## src/rtl/fetch_unit_pkg.sv

```systemverilog
`default_nettype none
// ============================================================================
// fetch_unit_pkg : shared widths, reset PC and fetch FSM encoding
// Revision: 1.0
// ============================================================================
package fetch_unit_pkg;

  localparam int unsigned INSTR_W          = 10;
  localparam logic [7:0]  RESET_PC_DEFAULT = 8'h00;

  typedef enum logic [1:0] {
    ST_IDLE   = 2'd0,
    ST_RUN    = 2'd1,
    ST_HALTED = 2'd2
  } fetch_state_t;

endpackage
`default_nettype wire

```

## src/rtl/fetch_fifo.sv

```systemverilog
`default_nettype none
// ============================================================================
// fetch_fifo : prefetch buffer of {instruction, pc} entries with flush
// Revision: 1.0
// ============================================================================
module fetch_fifo #(
  parameter int unsigned DEPTH = 2,
  parameter int unsigned WIDTH = 18
) (
  input  logic                   clk,
  input  logic                   rst_n,
  input  logic                   push,
  input  logic [WIDTH-1:0]       push_data,
  input  logic                   pop,
  input  logic                   flush,
  output logic [WIDTH-1:0]       head,
  output logic [$clog2(DEPTH):0] count,
  output logic                   full,
  output logic                   empty
);

  localparam int unsigned PTR_W = $clog2(DEPTH);

  logic [WIDTH-1:0] mem [DEPTH];
  logic [PTR_W-1:0] rd_ptr;
  logic [PTR_W-1:0] wr_ptr;
  logic             do_push;
  logic             do_pop;

  assign empty   = (count == '0);
  assign full    = (count == (PTR_W+1)'(DEPTH));
  assign do_pop  = pop && !empty;
  // A push into a full buffer is legal only when the head leaves the same cycle
  assign do_push = push && (!full || do_pop);
  assign head    = empty ? '0 : mem[rd_ptr];

  always_ff @(posedge clk) begin
    if (do_push && !flush) begin
      mem[wr_ptr] <= push_data;
    end
  end

  always_ff @(posedge clk or negedge rst_n) begin
    if (!rst_n) begin
      rd_ptr <= '0;
      wr_ptr <= '0;
      count  <= '0;
    end else if (flush) begin
      rd_ptr <= '0;
      wr_ptr <= '0;
      count  <= '0;
    end else begin
      if (do_push) begin
        wr_ptr <= wr_ptr + PTR_W'(1);
      end
      if (do_pop) begin
        rd_ptr <= rd_ptr + PTR_W'(1);
      end
      case ({do_push, do_pop})
        2'b10:   count <= count + (PTR_W+1)'(1);
        2'b01:   count <= count - (PTR_W+1)'(1);
        default: count <= count;
      endcase
    end
  end

endmodule
`default_nettype wire

```

## src/rtl/fetch_unit.sv

```systemverilog
`default_nettype none
// ============================================================================
// fetch_unit : PC owner, instruction ROM reader and prefetch buffer feeding
//              the decoder; handles redirect (flush) and halt
// Revision: 1.0
// ============================================================================
module fetch_unit
  import fetch_unit_pkg::*;
#(
  parameter int unsigned       ADDR_W   = 8,
  parameter int unsigned       DEPTH    = 2,
  parameter logic [ADDR_W-1:0] RESET_PC = ADDR_W'(RESET_PC_DEFAULT)
) (
  input  logic               clk,
  input  logic               rst_n,
  input  logic               Enable,
  output logic               ImemRe,
  output logic [ADDR_W-1:0]  ImemAddr,
  input  logic [INSTR_W-1:0] ImemData,
  input  logic               Redirect,
  input  logic [ADDR_W-1:0]  RedirectPc,
  input  logic               Halt,
  output logic [INSTR_W-1:0] Instruction,
  output logic [ADDR_W-1:0]  InstrPc,
  output logic               InstrValid,
  input  logic               InstrReady,
  output logic [ADDR_W-1:0]  Pc
);

  localparam int unsigned CNT_W   = $clog2(DEPTH) + 1;
  localparam int unsigned ENTRY_W = INSTR_W + ADDR_W;

  fetch_state_t       state;
  fetch_state_t       state_nxt;
  logic [ADDR_W-1:0]  pc_q;
  logic [ADDR_W-1:0]  pc_nxt;
  logic [ADDR_W-1:0]  issued_pc;
  logic               inflight;
  logic               issue;
  logic               pop;
  logic               push;
  logic               flush;
  logic               kill;
  logic [CNT_W-1:0]   count;
  logic [CNT_W:0]     occupancy;
  logic               full;
  logic               empty;
  logic [ENTRY_W-1:0] head;

  // Redirect only flushes once fetching has started; in IDLE it just loads the PC
  assign flush = Redirect && (state != ST_IDLE);
  assign pop   = !empty && InstrReady;

  // The head leaving this cycle frees a slot, which sustains one word per cycle
  assign occupancy = {1'b0, count} + (CNT_W+1)'(inflight) - (CNT_W+1)'(pop);
  assign issue     = (state == ST_RUN) && !Redirect && !Halt &&
                     (!full || pop) && (occupancy < (CNT_W+1)'(DEPTH));

  // The inflight word returns on the same edge the flush takes effect
  assign kill = flush && inflight;
  assign push = inflight && !kill;

  always_ff @(posedge clk or negedge rst_n) begin
    if (!rst_n) begin
      state <= ST_IDLE;
    end else begin
      state <= state_nxt;
    end
  end

  always_comb begin
    state_nxt = state;
    pc_nxt    = pc_q;
    case (state)
      ST_IDLE: begin
        if (Enable) begin
          state_nxt = ST_RUN;
        end
      end
      ST_RUN: begin
        if (Halt && !Redirect) begin
          state_nxt = ST_HALTED;
        end
      end
      ST_HALTED: begin
        if (Redirect) begin
          state_nxt = ST_RUN;
        end
      end
      default: state_nxt = ST_IDLE;
    endcase
    if (Redirect) begin
      pc_nxt = RedirectPc;
    end else if (issue) begin
      pc_nxt = pc_q + ADDR_W'(1);
    end
  end

  always_ff @(posedge clk or negedge rst_n) begin
    if (!rst_n) begin
      pc_q      <= RESET_PC;
      inflight  <= 1'b0;
      issued_pc <= '0;
    end else begin
      pc_q     <= pc_nxt;
      inflight <= issue;
      if (issue) begin
        issued_pc <= pc_q;
      end
    end
  end

  fetch_fifo #(
    .DEPTH (DEPTH),
    .WIDTH (ENTRY_W)
  ) u_fifo (
    .clk       (clk),
    .rst_n     (rst_n),
    .push      (push),
    .push_data ({ImemData, issued_pc}),
    .pop       (pop),
    .flush     (flush),
    .head      (head),
    .count     (count),
    .full      (full),
    .empty     (empty)
  );

  assign ImemRe      = issue;
  assign ImemAddr    = issue ? pc_q : '0;
  assign Pc          = pc_q;
  assign InstrValid  = !empty;
  assign Instruction = head[ENTRY_W-1:ADDR_W];
  assign InstrPc     = head[ADDR_W-1:0];

endmodule
`default_nettype wire
```

## config.mk

```make
export PLATFORM = sky130hd
export DESIGN_NAME = fetch_unit
export DESIGN_NICKNAME = d
export VERILOG_FILES = /design/src/rtl/fetch_unit_pkg.sv /design/src/rtl/fetch_fifo.sv /design/src/rtl/fetch_unit.sv
export SDC_FILE = /design/constraint.sdc
export NUM_CORES = 1
export LEC_CHECK = 0
export ABC_AREA = 1
export CAP_MARGIN = 40
export CORE_ASPECT_RATIO = 0.75
export CORE_UTILIZATION = 40
export DETAILED_ROUTE_END_ITERATION = 10
export HOLD_SLACK_MARGIN = 0.15
export PLACE_DENSITY = 0.73
export SYNTH_ARGS = -nofsm -noshare
export SYNTH_HDL_FRONTEND = slang
export SYNTH_SLANG_ARGS = --single-unit
```

## constraint.sdc

```tcl
create_clock -name clk -period 4.3 [get_ports clk]
set_input_delay 1.29 -clock clk [delete_from_list [all_inputs] [get_ports clk]]
set_output_delay 1.29 -clock clk [all_outputs]
set_load 0.05 [all_outputs]
```

==> impl_metrics.yaml, run 1 <==
run_status:
  status: "finished clean"
clocking:
  cts_buffers: 9
  cts_tree: "built"
  clockRootBuffer: "clkbuf_8"
  path_clk_slew_ns: 0.07
  cts_hold_buf: 0
  cts_max_path_buffers: 2
  htree_levels: 3
  clock_latency_ns: 0.33
  cts.sinks: 59
worst_hold_path:
  min_path_type: "register to register"
synthesis:
  synth_most_common_cell: "nand2_1"
  syn_area_per_cell_um2: 10.1
  synth_area_leaders: "edfxtp_1 40%, dfrtp_1 22%, nand2_1 12%"
  synth.distinct_cells: 28
  syn_area_um2: 2670
  syn_inst: 264
  synth_ff_type: "edfxtp_1"
  seq_area_frac_synth_pct: 62.0
  synth_common_cells: "84 x nand2_1, 36 x edfxtp_1, 23 x dfrtp_1"
  synth_area_leader_cell: "edfxtp_1"
  yosysWarnings: 0
  async_reset_ff_share_pct: 39.0
  synth_edf_count: 36
  synth_nets: 291
  synth-seq-cells: 59
  synth_top_area_share_pct: 40.4
setup_path:
  max_stage_delay_ns: 0.53
  cp_slowest_cell: "fa_2"
  cp.arrival_ns: 2.99
  cp-end-kind: "output port"
  crit_fanout: 8
  start_kind: "input port"
  path_class: "input port to output port"
  path_cells: "buf_8 > nand2_4 > inv_4 > ha_4 > inv_2 > nand2_2 > fa_2 > nand3_2 > nor2_4 > nand2_4 > clkinv_4 > nand2_4 > clkinvlp_4 > buf_12"
  worst_path_most_repeated_cell: "nand2_4"
  worstPathRequired_ns: 3.01
place:
  placed_area_um2: 3530
  dp_hpwl_mm: 3.79
  post-place-cells: 409
  routabilityCongestion: 0.853
  port_buffers: 59
detailed_routing:
  postRouteAntennaNets: 0
  wl_per_cell_um: 13.2
  drt_iter0_drc: 123
  dr.pass1.iters: 4
  drt_wl_total_mm: 5.67
  drt-vias-per-instance: 4.82
  vias: 2071
  drc: 0
cells_and_area:
  final_cells: 430
  syn2layout_area_growth_pct: 43.7
  n_antenna_cell: 0
  post-route-cell-area_um2: 3840
  seqCellArea_um2: 1660
  multi_input_area_um2: 927
  drive_gt1_share_pct: 24.9
  fillCellCount: 525
  fin_nets: 371
timing:
  fmax_mhz: 234
  rsz0062_at_grt: "yes"
  period_needed_ns: 4.28
  clock_skew_ns: 0.00595
  fin_crit_sh_pct: 99.4
  worst_slew_pin_slew_ns: 0.546
  timing.hold.ws_ns: 0.474
  setup_violations: 0
  slew_viol_final: 0
  hold_viol: 0
  slew_headroom_pct: 63.4
global_route:
  antenna_found_initial: 0
  grtUsageTotal_pct: 18.0
  grt_max_degree: 20
  grt_pass1_wl_mm: 9.29
  grt.overflow.total: 0
  grt_pass1_vias: 2038
floorplanning:
  core-area_um2: 6380
  die_width_um: 96.4
  die_y_um: 72.8
  io_pins: 60
  initial_utilization_pct: 41.9
  num_rows: 25
  die-area_um2: 7020
power_and_ir_drop:
  power.density_nw_per_um2: 622
  p_leak_nw: 1.59
  ir_drop_mv: 0.248
job:
  maxCapViolCount: 0
==> registers in the layout, summed over array words and instances, names as in the netlist <==
signal / flops
u_fifo.mem: 36
u_fifo.wr_ptr: 1
u_fifo.rd_ptr: 1
issued_pc: 8
state: 2
inflight: 1
Pc: 8
u_fifo.count: 2
==> timing repair <==
item / 4_1_cts / 5_1_grt
buffers inserted: 2 / 3
setup endpoints to repair: 9 / 9
pin swaps: 6 / 4
resized for setup: 17 / 2
==> final cells by class <==
| type | count | area share [%] |
|---|---|---|
| timing repair buffer | 77 | 21.7 |
| tap | 81 | 2.64 |
| inverter | 25 | 2.83 |
| clock inverter | 7 | 2.41 |
| sequential | 59 | 43.1 |
| multi-input combinational | 172 | 24.1 |
| clock buffer | 9 | 3.22 |
==> cells in the final DEF, fill, tap and decap left out, types with 2 or more instances in the layout <==
cell and instances:
a21oi_1 20, nor2_2 8, nor2_4 2, nand2_4 5
nand2_2 9, bufinv_16 2, buf_4 16, clkinvlp_4 3
nand4_1 4, buf_8 2, o21ai_0 4, inv_2 7
dfrtp_1 23, o21ai_2 6, clkbuf_8 9, edfxtp_1 36
o211ai_1 4, buf_12 9, clkinv_4 3, clkdlybuf4s50_1 49
inv_1 13, nand2_1 81, clkinv_1 3, xor2_1 4
nor2_1 6, nand3_1 11
==> kinds of logic after synthesis <==
family                     share of synthesized area, %
AOI/OAI and AO/OA                                  8.61
xor gates and xnor gates                           1.31
adders and majority gates                          1.68
buffers and inverters                              5.62
DFF                                                62.0
and+or+nand+nor                                    20.8
==> worst max-delay path: cells and delay by family <==
family	cells	cell delay, ns
adders and majority gates	2	0.73
buffers and inverters	6	0.50
and+or+nand+nor	6	0.47
==> worst paths after layout <==
kind | startpoint | to | slack [ns] | depth (start not counted)
worst max register to register | u_fifo.count[1] | Pc[6] | 1.61 | 17
worst min register to register | issued_pc[0] | u_fifo.mem[0][0] | 0.47 | 0
worst max-delay path | InstrReady | ImemAddr[5] | 0.02 | 14
max in group asynchronous | rst_n | issued_pc[6] | 2.57 | 2
min in group asynchronous | rst_n | Pc[0] | 1.26 | 1
worst min-delay path | issued_pc[0] | u_fifo.mem[0][0] | 0.47 | 0
==> routing by layer <==
| metal | track usage, % | wire [µm] |
|---|---|---|
| met1 | 23.9 | 2690 |
| met2 | 26.2 | 2430 |
| met3 | 7.60 | 515 |
| met4 | 7.19 | 36 |
| met5 | 0 | 0 |
==> through the flow <==
stage | setup TNS, ns | utilization, % | power (mW) | setup slack (ns)
after floorplan | -0.885 | - | 1.48 | -0.131
after global placement | -3.67 | 55.1 | 1.80 | -0.445
after detailed placement | -3.90 | 55.4 | 1.82 | -0.493
after CTS | 0 | 59.8 | 2.40 | 0.00146
after global routing | -0.233 | 60.2 | 2.53 | -0.0587
final | 0 | 60.2 | 2.39 | 0.0242
==> power by group <==
part	total [mW]	leakage [nW]	internal (mW)	switching [mW]
registers	0.822	0.619	0.726	0.0960
clock network	0.539	0.104	0.324	0.215
logic	1.03	0.871	0.368	0.660
total	2.39	1.59	1.42	0.972
(Power assumes the default switching activity.)
==> run 2, diff against run 1 <==
- clock period: 4.3 -> 4.6 ns (I/O delays scaled with it)
==> impl_metrics.yaml, run 2 (synthesis gave the netlist of run 1 again) <==
run_status:
  status: "finished clean"
detailed_routing:
  wl_per_cell_um: 13.3
  dr.pass1.iters: 4
  vias: 2038
  drt_iter0_drc: 139
  drc: 0
  drt_wl_total_mm: 5.69
  postRouteAntennaNets: 0
  drt-vias-per-instance: 4.77
setup_path:
  endpoint: "ImemAddr[0]"
  crit_fanout: 5
  path_cells: "buf_6 > nand2_4 > inv_2 > ha_4 > inv_2 > nand2_2 > fa_2 > nand3_2 > nor2_4 > nand2_4 > clkinv_4 > nand2_4 > clkinvlp_4 > buf_12"
  start_kind: "input port"
  cp_slowest_cell: "fa_2"
  worst_path_most_repeated_cell: "nand2_4"
  cp.arrival_ns: 3.13
  r2r_slack_ns: 1.87
  max_stage_delay_ns: 0.53
  rr_worst_depth: 17
  worstPathRequired_ns: 3.22
  crit_path_start: "InstrReady"
  cp-end-kind: "output port"
  r2r-end: "Pc[6]"
  reg2reg_from: "u_fifo.count[1]"
  path_class: "input port to output port"
floorplanning:
  initial_utilization_pct: 41.9
  die_y_um: 72.8
  core-area_um2: 6380
  num_rows: 25
  die_width_um: 96.4
  die-area_um2: 7020
  io_pins: 60
power_and_ir_drop:
  ir_drop_mv: 0.285
  swShare_pct: 40.8
  combPwrFrac_pct: 43.7
  power.density_nw_per_um2: 583
  p_seq_share_pct: 34.4
  p_int_mw: 1.32
  p_leak_nw: 1.58
  p_switching_uw: 909
  power_frac_clock_pct: 21.9
clocking:
  cts.sinks: 59
  clock_latency_ns: 0.33
  cts_tree: "built"
  path_clk_slew_ns: 0.06
  cts_max_path_buffers: 2
  htree_levels: 3
  cts_buffers: 9
  cts_hold_buf: 0
  clockRootBuffer: "clkbuf_8"
timing:
  hold_viol: 0
  fmax_mhz: 222
  setup_violations: 0
  setup_ws_ns: 0.0902
  slew_headroom_pct: 61.5
  worst_slew_pin_slew_ns: 0.574
  slew_viol_final: 0
  timing.hold.ws_ns: 0.497
  clock_skew_ns: 0.00601
  period_needed_ns: 4.51
  fin_crit_sh_pct: 98.0
global_route:
  grt.overflow.total: 0
  grt_max_degree: 20
  grt_pass1_wl_mm: 9.45
  grtUsageTotal_pct: 18.3
  grt_pass1_vias: 2029
  antenna_found_initial: 0
cells_and_area:
  n_antenna_cell: 0
  multi_input_area_um2: 941
  largest_register: "u_fifo.mem"
  seqCellArea_um2: 1660
  fillCellCount: 524
  final_common_cell: "nand2_1"
  drive_gt1_share_pct: 24.9
  largest_register_ffs: 36
  final_cell_mix: "80 x nand2_1, 49 x clkdlybuf4s50_1, 36 x edfxtp_1"
  syn2layout_area_growth_pct: 43.1
  fin_nets: 369
  final_cells: 427
place:
  routabilityCongestion: 0.853
  dp_slack_ns: -0.345
  port_buffers: 59
  post-place-cells: 409
  dp_hpwl_mm: 3.83
job:
  maxCapViolCount: 0
worst_hold_path:
  min_path_type: "register to register"
-- run 2: cell count changes in the layout (fill, tap and decap cells not counted), sizes merged --
cell,change
buf,-3
nand2,+1
clkinv,-1
-- run 2: worst max-delay path, delay by kind of cell --
| family | cells | cell delay (ns) |
|---|---|---|
| fa+ha+maj | 2 | 0.73 |
| simple gates | 6 | 0.52 |
| buf+inv | 6 | 0.49 |
-- run 2: area by class of cell --
cell class              count  share of cell area, %
clock buffers               9                   3.24
multi-input cells         173                   24.6
repair buffers             74                   21.3
inverters                  25                   2.78
flip-flops and latches     59                   43.3
clock inverters             6                   2.13
well taps                  81                   2.65
-- run 2: worst min-delay path by stage --
stage / end / cells after the start / slack [ns] / from
2_1_floorplan: u_fifo.mem[0][0] / 0 / 0.44 / issued_pc[0]
3_3_place_gp: u_fifo.mem[0][0] / 0 / 0.46 / issued_pc[0]
3_5_place_dp: u_fifo.mem[1][6] / 0 / 0.47 / issued_pc[6]
4_1_cts: u_fifo.wr_ptr / 1 / 0.50 / u_fifo.wr_ptr
5_1_grt: u_fifo.wr_ptr / 1 / 0.51 / u_fifo.wr_ptr
6_report: u_fifo.wr_ptr / 1 / 0.50 / u_fifo.wr_ptr
-- run 2: power groups by stage --
stage / combinational (mW) / sequential (mW) / clock, mW
floorplan: 0.567 / 0.811 / 0
global placement: 0.909 / 0.766 / 0
detailed placement: 0.923 / 0.773 / 0
CTS: 0.964 / 0.767 / 0.498
global route: 1.06 / 0.781 / 0.522
finish: 0.973 / 0.767 / 0.489
-- run 2: stage by stage --
step                      area, µm²  util, %  setup TNS [ns]  power (mW)
after detailed placement       3530     55.3           -2.91        1.70
after CTS                      3800     59.5               0        2.23
after floorplan                2680        -           -1.42        1.38
after global placement         3500     54.8           -2.63        1.68
after global routing           3820     59.9         -0.0143        2.36
final                          3820     59.9               0        2.23
-- run 2: metal layers --
layer	wire length [µm]	vias to the layer above	track usage, %
met5	0	-	0
met2	2570	78	27.9
met1	2580	927	24.4
met4	51	0	4.41
li1	-	1029	-
met3	489	4	7.60
-- run 2: repair_timing --
item / in CTS / in global routing
gates resized for setup: 19 / 6
pin swaps: 5 / 4
endpoints found under the setup margin: 9 / 9
setup buffers: 2 / 0
cloned: 1 / 0
==> run 3, diff against run 2 <==
- GPL_TIMING_DRIVEN: not set -> 0
- TNS_END_PERCENT: not set -> 10
- clock period: 4.6 -> 5.7 ns (I/O delays scaled with it)
==> impl_metrics.yaml, run 3 (synthesis gave the netlist of run 1 again) <==
run_status:
  status: "finished clean"
cells_and_area:
  final_cell_mix: "84 x nand2_1, 49 x clkdlybuf4s50_1, 36 x edfxtp_1"
  fin_nets: 364
  n_antenna_cell: 0
  largest_register_ffs: 36
  largest_register: "u_fifo.mem"
  post-route-cell-area_um2: 3630
  syn2layout_area_growth_pct: 35.6
  drive_gt1_share_pct: 18.7
  final_common_cell: "nand2_1"
power_and_ir_drop:
  ir_drop_mv: 0.212
  p_total_mw: 1.74
  power.density_nw_per_um2: 481
  p_leak_nw: 1.53
worst_hold_path:
  min_to: "u_fifo.mem[1][0]"
  hp-start: "issued_pc[0]"
  whs_path_depth: 0
  min_path_type: "register to register"
clocking:
  cts_max_path_buffers: 2
  clock_latency_ns: 0.34
  clockRootBuffer: "clkbuf_8"
  cts_tree: "built"
  cts_buffers: 9
  htree_levels: 3
  path_clk_slew_ns: 0.06
  cts_hold_buf: 0
  cts.sinks: 59
timing:
  setup_violations: 0
  clock_skew_ns: 0.00897
  fmax_mhz: 178
  timing.hold.ws_ns: 0.480
  rsz0062_at_grt: "yes"
  slew_viol_final: 0
  worst_slew_pin_slew_ns: 0.521
  hold_viol: 0
  slew_headroom_pct: 65.1
  fin_crit_sh_pct: 98.3
  period_needed_ns: 5.60
floorplanning:
  core-area_um2: 6380
  io_pins: 60
  num_rows: 25
  die_width_um: 96.4
  die_y_um: 72.8
  initial_utilization_pct: 41.9
  die-area_um2: 7020
global_route:
  grt.overflow.total: 0
  grt_max_degree: 17
  grtUsageTotal_pct: 17.6
  grt_pass1_vias: 1919
  grt_pass1_wl_mm: 9.07
  antenna_found_initial: 0
setup_path:
  r2r_slack_ns: 3.04
  cp-end-kind: "output port"
  worstPathRequired_ns: 3.99
  cp.arrival_ns: 3.89
  start_kind: "input port"
  crit_fanout: 10
  reg2reg_from: "u_fifo.count[1]"
  rr_worst_depth: 16
  path_class: "input port to output port"
  r2r-end: "Pc[6]"
place:
  dp_hpwl_mm: 3.85
  port_buffers: 59
  routabilityCongestion: 0.852
  placed_area_um2: 3420
detailed_routing:
  vias: 2051
  drc: 0
  drt_iter0_drc: 106
  drt-vias-per-instance: 4.85
  dr.pass1.iters: 4
  drt_wl_total_mm: 5.45
  postRouteAntennaNets: 0
  wl_per_cell_um: 12.9
job:
  maxCapViolCount: 0
[run 3: report_power, final]
part | switching (mW) | internal, mW | leakage, nW
clock | 0.166 | 0.244 | 0.103
combinational | 0.484 | 0.237 | 0.808
sequential | 0.0653 | 0.548 | 0.619
[run 3: worst max path at each step]
| stage | cells after the start | endpoint | startpoint |
|---|---|---|---|
| 2_1_floorplan | 11 | ImemAddr[1] | InstrReady |
| 3_3_place_gp | 13 | ImemAddr[4] | InstrReady |
| 3_5_place_dp | 14 | ImemAddr[0] | InstrReady |
| 4_1_cts | 14 | ImemAddr[0] | InstrReady |
| 5_1_grt | 13 | ImemAddr[3] | InstrReady |
| 6_report | 13 | ImemAddr[2] | InstrReady |
[run 3: cell type report]
| type | count | area [µm²] |
|---|---|---|
| timing repair buffer | 62 | 626 |
| tap | 81 | 101 |
| inverter | 25 | 96.3 |
| multi-input combinational | 172 | 875 |
| clock inverter | 7 | 92.6 |
| buffer | 8 | 55.1 |
| sequential | 59 | 1660 |
| clock buffer | 9 | 124 |
| fill | 569 | 2760 |
[run 3: per-layer routing]
metal	vias to the layer above	track usage [%]	wire, µm
met4	0	5.56	25
met2	96	25.2	2340
met1	925	24.2	2620
met3	5	7.71	464
met5	-	0	0
li1	1025	-	-
[run 3: worst max-delay path, stage by stage]
cell and delay, ns:
dlygate4sd2_1 0.29, nand2_2 0.13, inv_2 0.06, ha_1 0.26, inv_1 0.05, nand2_1 0.05
fa_1 0.50, nand3_1 0.12, nor2_4 0.14, nand2_4 0.09, buf_6 0.16, nor2_1 0.12
buf_4 0.22
[run 3: metrics by stage]
step	util (%)	setup slack [ns]	setup TNS [ns]	cells
floorplan	-	0.216	0	264
global placement	52.7	-0.734	-6.33	404
detailed placement	53.6	-0.725	-6.22	407
CTS	56.6	0.110	0	423
global route	56.8	-0.00754	-0.0191	423
finish	56.8	0.0955	0	423
[run 3: timing repair]
action | in CTS | in global routing
gates resized for setup | 54 | 5
setup endpoints to repair | 9 | 5
setup buffers | 0 | 0
endpoints found under the hold margin | 0 | 0
